===== src/rtl/bit_serializer.sv =====
// rtl/bit_serializer.sv - parallel-to-serial word shifter with optional inter-word gap
module bit_serializer #(
    parameter int WIDTH     = 8,
    parameter int MSB_FIRST = 1,
    parameter int GAP       = 0
) (
    input  logic             clk,
    input  logic             rst_n,
    input  logic [WIDTH-1:0] din,
    input  logic             din_valid,
    output logic             din_ready,
    output logic             x_out,
    output logic             x_valid,
    output logic             busy,
    output logic             done
);

    localparam int               CW       = $clog2(WIDTH);
    localparam logic [CW-1:0]    LAST_BIT = CW'(WIDTH - 1);
    // Unreachable value when GAP is 0; the gap state is never entered then.
    localparam logic [3:0]       GAP_LAST = 4'(GAP - 1);

    typedef enum logic [1:0] {
        ST_IDLE  = 2'd0,
        ST_SHIFT = 2'd1,
        ST_GAP   = 2'd2
    } state_t;

    state_t            state, state_d;
    logic [CW-1:0]     cnt, cnt_d;
    logic [3:0]        gcnt, gcnt_d;
    logic [WIDTH-1:0]  sreg;
    logic              load, shift_en;
    logic              last_bit;
    logic              transfer;

    assign last_bit  = (state == ST_SHIFT) && (cnt == LAST_BIT);
    assign din_ready = rst_n && ((state == ST_IDLE) || (last_bit && (GAP == 0)));
    assign transfer  = din_valid && din_ready;

    // The current bit always sits at the outgoing end of the shift register.
    assign x_valid = (state == ST_SHIFT);
    assign x_out   = x_valid && ((MSB_FIRST != 0) ? sreg[WIDTH-1] : sreg[0]);
    assign busy    = (state != ST_IDLE);
    assign done    = last_bit;

    // State, bit counter and gap counter registers.
    always_ff @(posedge clk or negedge rst_n) begin
        if (!rst_n) begin
            state <= ST_IDLE;
            cnt   <= '0;
            gcnt  <= '0;
        end else begin
            state <= state_d;
            cnt   <= cnt_d;
            gcnt  <= gcnt_d;
        end
    end

    // Next-state logic: load on transfer, shift through the word, then gap or idle.
    always_comb begin
        state_d  = state;
        cnt_d    = cnt;
        gcnt_d   = gcnt;
        load     = 1'b0;
        shift_en = 1'b0;
        case (state)
            ST_IDLE: begin
                if (transfer) begin
                    state_d = ST_SHIFT;
                    cnt_d   = '0;
                    load    = 1'b1;
                end
            end
            ST_SHIFT: begin
                if (cnt == LAST_BIT) begin
                    cnt_d = '0;
                    if (GAP == 0) begin
                        if (transfer) begin
                            load = 1'b1;
                        end else begin
                            state_d = ST_IDLE;
                        end
                    end else begin
                        state_d = ST_GAP;
                        gcnt_d  = '0;
                    end
                end else begin
                    cnt_d    = cnt + 1'b1;
                    shift_en = 1'b1;
                end
            end
            ST_GAP: begin
                if (gcnt == GAP_LAST) begin
                    state_d = ST_IDLE;
                    gcnt_d  = '0;
                end else begin
                    gcnt_d = gcnt + 1'b1;
                end
            end
            default: begin
                state_d = ST_IDLE;
                cnt_d   = '0;
                gcnt_d  = '0;
            end
        endcase
    end

    // Word capture and shifting toward the outgoing end.
    always_ff @(posedge clk or negedge rst_n) begin
        if (!rst_n) begin
            sreg <= '0;
        end else if (load) begin
            sreg <= din;
        end else if (shift_en) begin
            sreg <= (MSB_FIRST != 0) ? {sreg[WIDTH-2:0], 1'b0} : {1'b0, sreg[WIDTH-1:1]};
        end
    end

endmodule


===== config.mk =====
export PLATFORM = sky130hd
export DESIGN_NAME = bit_serializer
export DESIGN_NICKNAME = d
export VERILOG_FILES = /design/src/rtl/bit_serializer.sv
export SDC_FILE = /design/constraint.sdc
export NUM_CORES = 1
export LEC_CHECK = 0
export CELL_PAD_IN_SITES_DETAIL_PLACEMENT = 0
export CELL_PAD_IN_SITES_GLOBAL_PLACEMENT = 2
export CORE_MARGIN = 2
export CORE_UTILIZATION = 30
export DETAILED_ROUTE_END_ITERATION = 8
export PLACE_DENSITY_LB_ADDON = 0.1
export RECOVER_POWER = 50
export SYNTH_ARGS = -nofsm -noshare
export SYNTH_HDL_FRONTEND = slang
export SYNTH_SLANG_ARGS = --single-unit

===== constraint.sdc =====
create_clock -name clk -period 4.8 [get_ports clk]
set_input_delay 1.44 -clock clk [delete_from_list [all_inputs] [get_ports clk]]
set_output_delay 1.44 -clock clk [all_outputs]
set_load 0.05 [all_outputs]

# Word-level counts from Yosys, hierarchy flattened
# Cells that the tools add are included.
# totals
reg_bits	17
latchBits	0
ramBits	0
rom_bits	0
out_inout_bits	5
wordCells	43
mem_count	0
# op_classes
n_addsub	2
mul	0
div	0
magnitude_cmp	0
eq_ne	8
shift	0
mux	17
bitwise	1
reduce_logical	11
# op_table
operator	count
2-to-1 mux 8 bit	2
case mux 3 bit (3 select lines)	1
2-to-1 mux 2 bit	4
case mux 4 bit (2 select lines)	1
2-to-1 mux 3 bit	2
inequality test 2 bit, second input constant	3
case mux 2 bit (3 select lines)	1
adder 4 x 1 -> 4 bit, second input constant	1
equality test 4 bit, second input constant	1
logical AND 1 bit	4
2-to-1 mux 1 bit	4
2-to-1 mux 4 bit	1
AND reduction 4 bit	1
nonzero test 2 bit	2
adder 3 x 1 -> 3 bit, second input constant	1
equality test 3 bit, second input constant	1
equality test 2 x 1 -> 1 bit, second input constant	1
equality test 2 bit, second input constant	1
zero test 2 bit	1
inequality test 2 x 1 -> 1 bit, second input constant	1
case mux 1 bit (2 select lines)	1
AND reduction 2 bit	1
OR reduction 2 bit	1
logical OR 1 bit	1
inverter 1 bit	1

# Depth between registers and ports, before layout
# Gate-level depths: netlist (run 1).
# depth
depth_word	9
mapped_depth	6
mapped_depth_nobuf	5

# Worst setup path before layout (run 1)
# OpenSTA, ideal clock, no wires.
# synth_path
kind	input-to-output
from	input port rst_n
to	output port din_ready
arrival_ns	2.147
required_ns	3.360
path_slack_ns	1.213
stages	1
path_cell_list	nor2b_1
# synth_via
elab_chain_len	1
# synth_rtl
element	line_no	rtl
start, declared	8	input logic rst_n,
logical AND 1 bit	38	assign din_ready = rst_n && ((state == ST_IDLE) || (last_bit && (GAP == 0)));
end, declared	11	output logic din_ready,
# Every way passes these cells.

# Worst setup path after layout (run 1)
# Same ends and word-level chain as after synthesis.

==> flow_summary.toml, run 1 <==
[outcome]
status = "completed"

[worst_setup_path]
crit_slowest_cell = "dlygate4sd3_1"
critPathCaptureType = "output pin"
max_stage_delay_ns = 0.52
crit_buf_inv = 3
startpoint_type = "primary input"
crit_fanout = 15
critical_path_required_ns = 3.36
crit_type = "in -> out"
cp.arrival_ns = 2.60
crit_path_cell_trace = "dlygate4sd3_1 > buf_4 > nor2b_1 > buf_12"
ff2ff_path_depth = 5
ff2ff_setup_slack_ns = 3.10
reg2reg_to = "sreg[1]$_DFFE_PN0P_"
timing.rr.start = "cnt[0]$_DFFE_PN0P_"
cp_top_family = "buffers and inverters"

[layout]
layout_common_cells = "clkdlybuf4s50_1, dfrtp_1, and2_1, a221o_1, clkbuf_4"
area_delta_synth_final_pct = 35.8
final_common_cell = "clkdlybuf4s50_1"
antenna_cells = 0
final_util_pct = 44.0
final_cell_area_um2 = 768
finalNetCount = 79
drive_gt1_share_pct = 14.1

[timing]
min_period_over_period_pct = 84.1
fin_crit_ns = 4.04
slew_viol_final = 0
skew_ns = 0.000663
finalSetupViolCount = 0
fmax_ghz = 0.248
slew_headroom_pct = 67.1
worst_slew_pin_slew_ns = 0.493
rsz0062_at_grt = "no"
hold_viol_final = 0
worst_hold_slack_ns = 0.507
tns_ns = 0

[routing]
num_vias = 408
wl_mm = 1.01
ant_nets = 0
drt_iter0_drc = 7
drc = 0
drt-wirelength-per-cell_um = 11.3
dr.pass1.iters = 2
viasPerCell = 4.58

[clocking]
clock_latency_ns = 0.26
clk_path_buf_depth = 2
cts_num_sinks = 12
h-tree-depth = 1
cts-resized-gates = 0
cts_buffers = 3
cts_setup_buffers = 0
clockRootBuffer = "clkbuf_4"
cts_tree = "built"
clkTransAtPathRegs_ns = 0.07
cts_hold_buf = 0

[power]
ir_drop_uv = 233
p_leak_uw = 0.000346
power.density_nw_per_um2 = 597

[global_route]
track_usage_pct = 11.5
antenna_found_initial = 0
use_met1_pct = 13.6
grt_pass1_wl_mm = 1.70
grt_max_degree = 16
gr-total-overflow = 0
grt_use_met2_pct = 18.4
grt_pass1_vias = 398
busiest_layer = "met2"
globalRouteMet3Util_pct = 4.53

[job]
drv_cap = 0

[die]
row_count = 15
io_pins = 16
start_util_pct = 32.4
dieArea_um2 = 2250
die_x_um = 47.4
core-area_um2 = 1750
chipHeight_um = 47.4

[yosys]
synth_cell_types = 17
yosysSeqAreaShare_pct = 53.1
syn_avg_cell_area_um2 = 12.0
ys_seq_elements = 12
syn_nets = 60
ys.warnings.count = 0
mappedNetlistArea_um2 = 566
syn_inst = 47

[hold_path]
min_to = "sreg[6]$_DFFE_PN0P_"
min_path_type = "reg -> reg"
hold_path_depth = 1
min-delay-start = "sreg[6]$_DFFE_PN0P_"

[placement]
dpl-instance-area_um2 = 746
dpl.hpwl_um = 741
io_buffers = 15
gp_congestion = 0.620
## registers in the layout, summed over array words and instances, names as in the netlist
signal	count
cnt	3
sreg	8
state	1
## layer usage
metal  vias up  share of wire (%)
li1        203                  -
met1       191                 50
met2        14                 44
met3         0                5.8
met4         0                  0
met5         -                  0
## worst reg2reg max path: stages (launching register included)
cell	delay, ns
dfrtp_1	0.39
ha_1	0.20
ha_1	0.18
and2b_4	0.34
nor2_2	0.12
a221o_1	0.36
## worst max-delay path by stage
stage	from	endpoint	slack [ns]	cells after the start
4_1_cts	rst_n	din_ready	0.81	4
6_report	rst_n	din_ready	0.76	4
2_1_floorplan	rst_n	din_ready	1.21	1
3_5_place_dp	rst_n	din_ready	0.81	4
5_1_grt	rst_n	din_ready	0.69	4
3_3_place_gp	rst_n	din_ready	0.84	4
## metrics by stage
stage | setup WS, ns | instances | power, uW
after global routing | 0.693 | 89 | 496
after detailed placement | 0.811 | 86 | 405
after CTS | 0.807 | 89 | 466
after global placement | 0.838 | 86 | 408
final | 0.761 | 89 | 458
after floorplan | 1.21 | 47 | 343
## synth_stat cells
| library cell | n | area share [%] |
|---|---|---|
| and2b_4 | 1 | 1.8 |
| ha_1 | 2 | 4.4 |
| buf_4 | 1 | 1.3 |
| mux2_2 | 1 | 2.0 |
| nor2b_1 | 1 | 1.1 |
| o21ai_0 | 2 | 1.8 |
| dfrtp_1 | 12 | 53 |
| nand2_1 | 2 | 1.3 |
| a221o_1 | 7 | 12 |
| a22o_1 | 1 | 1.5 |
| buf_6 | 1 | 2.0 |
| nor3b_1 | 1 | 1.3 |
| a21o_1 | 1 | 1.3 |
| and2_1 | 10 | 11 |
| nor2_2 | 2 | 2.2 |
| nor2_1 | 1 | 0.66 |
| inv_1 | 1 | 0.66 |
## report_power, final
group / internal, uW / switching (uW) / total (uW)
Clock: 29.0 / 29.9 / 58.9
Combinational: 106 / 130 / 237
Sequential: 140 / 22.6 / 163
## layout make-up
class	instances	area (um^2)
timing repair buffer	16	168
fill	177	977
multi-input combinational	32	243
inverter	1	3.75
tap	25	31.3
clock buffer	3	22.5
sequential	12	300
## cells by family (layout without fill, tap and decap cells)
| kind of cell | after synthesis | after routing | synth area share [%] |
|---|---|---|---|
| muxes | 1 | 1 | 1.99 |
| AOI/OAI and AO/OA | 11 | 11 | 17.0 |
| adders and majority gates | 2 | 2 | 4.42 |
| buffers and inverters | 3 | 20 | 3.98 |
| and+or+nand+nor | 18 | 18 | 19.5 |
| DFF | 12 | 12 | 53.1 |
Power figures use the tool's default switching activity.
==> run 2: changes to the inputs <==
- CORE_UTILIZATION: 30 -> 28
- clock period: 4.8 -> 4.1 ns (I/O delays scaled with it)
==> run 2 against run 1 <==
Net effect:
- global-route usage is 1.3 points lower
- non-clock buffer count stayed put
- cell area decreased by 0.16%
- sequential share of layout area up 0.064 points
- hold slack got worse by 0.00066 ns
- combinational power is 16% higher
- core utilization fell by 4.5 points
- clock power up 21%
- count of clock-buffer cells in the layout is the same
- sequential power is 18% higher
- first-iteration DRC count up 29%
- critical endpoint unchanged
- largest cell class unchanged
- highest routed layer unchanged
==> flow_summary.toml, run 2 (same netlist as run 1, synthesis figures left out) <==
[outcome]
status = "completed"

[layout]
largest_reg_flops = 8
drive_gt1_share_pct = 12.5
finalNetCount = 79
layout_common_cells = "clkdlybuf4s50_1, dfrtp_1, and2_1, a221o_1, clkbuf_4"
fillers = 207
top_regs = "sreg (8), cnt (3), state (1)"
largest-register = "sreg"
final_common_cell = "clkdlybuf4s50_1"
antenna_cells = 0
final_util_pct = 39.5
area_delta_synth_final_pct = 35.6

[clocking]
clkTransAtPathRegs_ns = 0.07
cts_num_sinks = 12
clockRootBuffer = "clkbuf_4"
cts-resized-gates = 0
cts_buffers = 3
h-tree-depth = 1
clock_latency_ns = 0.27
clk_path_buf_depth = 2
cts_setup_buffers = 0
cts_hold_buf = 0
cts_tree = "built"

[die]
core-area_um2 = 1940
row_count = 16
io_pins = 16
dieArea_um2 = 2400
chipHeight_um = 48.9
start_util_pct = 29.1
die_x_um = 48.9

[global_route]
track_usage_pct = 10.1
gr-total-overflow = 0
antenna_found_initial = 0
grt_pass1_wl_mm = 1.77
grt_max_degree = 15
grt_pass1_vias = 393

[routing]
num_vias = 414
ant_nets = 0
viasPerCell = 4.55
drt_iter0_drc = 9
drt-wirelength-per-cell_um = 11.9
drc = 0
dr.pass1.iters = 4
wl_mm = 1.08

[worst_setup_path]
reg2reg_to = "sreg[3]$_DFFE_PN0P_"
critical_path_required_ns = 2.87
crit_path_start = "rst_n"
critPathCapture = "din_ready"
ff2ff_path_depth = 5
timing.rr.start = "cnt[0]$_DFFE_PN0P_"
ff2ff_setup_slack_ns = 2.38
startpoint_type = "primary input"
crit_fanout = 2
cp.arrival_ns = 2.16
crit_type = "in -> out"
critPathCaptureType = "output pin"

[power]
power.density_nw_per_um2 = 703
power_uw = 539
ir_drop_uv = 233
p_leak_uw = 0.000342

[timing]
fin_crit_ns = 3.39
skew_ns = 0.00626
slew_viol_final = 0
min_period_over_period_pct = 82.7
tns_ns = 0
worst_slew_pin_slew_ns = 0.756
fmax_ghz = 0.295
slew_headroom_pct = 49.6
rsz0062_at_grt = "no"
hold_viol_final = 0
finalSetupViolCount = 0

[placement]
dpl.hpwl_um = 771
io_buffers = 15
gp_congestion = 0.599

[job]
drv_cap = 0

[hold_path]
min_path_type = "reg -> reg"
==> run 2: worst min path at each step <==
stage,startpoint,end,slack [ns],depth (start not counted)
final,sreg[4]$_DFFE_PN0P_,sreg[4]$_DFFE_PN0P_,0.51,1
after CTS,sreg[5]$_DFFE_PN0P_,sreg[5]$_DFFE_PN0P_,0.51,1
after global placement,cnt[1]$_DFFE_PN0P_,cnt[1]$_DFFE_PN0P_,0.49,1
after global routing,sreg[5]$_DFFE_PN0P_,sreg[5]$_DFFE_PN0P_,0.52,1
after floorplan,cnt[1]$_DFFE_PN0P_,cnt[1]$_DFFE_PN0P_,0.47,1
after detailed placement,sreg[5]$_DFFE_PN0P_,sreg[5]$_DFFE_PN0P_,0.49,1
==> run 2: per-stage QoR <==
step | setup WS (ns) | area, um^2 | cells | hold WS (ns)
floorplan | 0.933 | 566 | 47 | 0.470
global placement | 0.766 | 748 | 88 | 0.488
detailed placement | 0.768 | 748 | 88 | 0.488
CTS | 0.765 | 771 | 91 | 0.512
global route | 0.653 | 767 | 91 | 0.520
finish | 0.710 | 767 | 91 | 0.506
==> run 2: worst max-delay path: stages <==
cell and delay (ns):
dlygate4sd3_1 0.54, nor2b_1 0.22, buf_12 0.17
==> run 2: per-layer routing <==
layer	global-route usage, %	routed length (um)	vias to the layer above
met2	15.8	514	13
met1	12.3	509	197
met3	3.37	57	0
met4	5.71	0	0
li1	-	-	204
met5	0	0	-
==> run 2: layout make-up <==
cell class / count / area, um^2 / area share [%]
sequential: 12 / 300 / 39.2
multi-input combinational: 32 / 243 / 31.6
timing repair buffer: 16 / 164 / 21.4
tap: 27 / 33.8 / 4.40
clock buffer: 3 / 22.5 / 2.94
inverter: 1 / 3.75 / 0.489
==> run 2: power by group <==
group / internal, uW / switching (uW) / leakage [uW]
clock network: 33.9 / 37.6 / 0.0000138
logic: 124 / 151 / 0.000175
registers: 164 / 28.7 / 0.000154
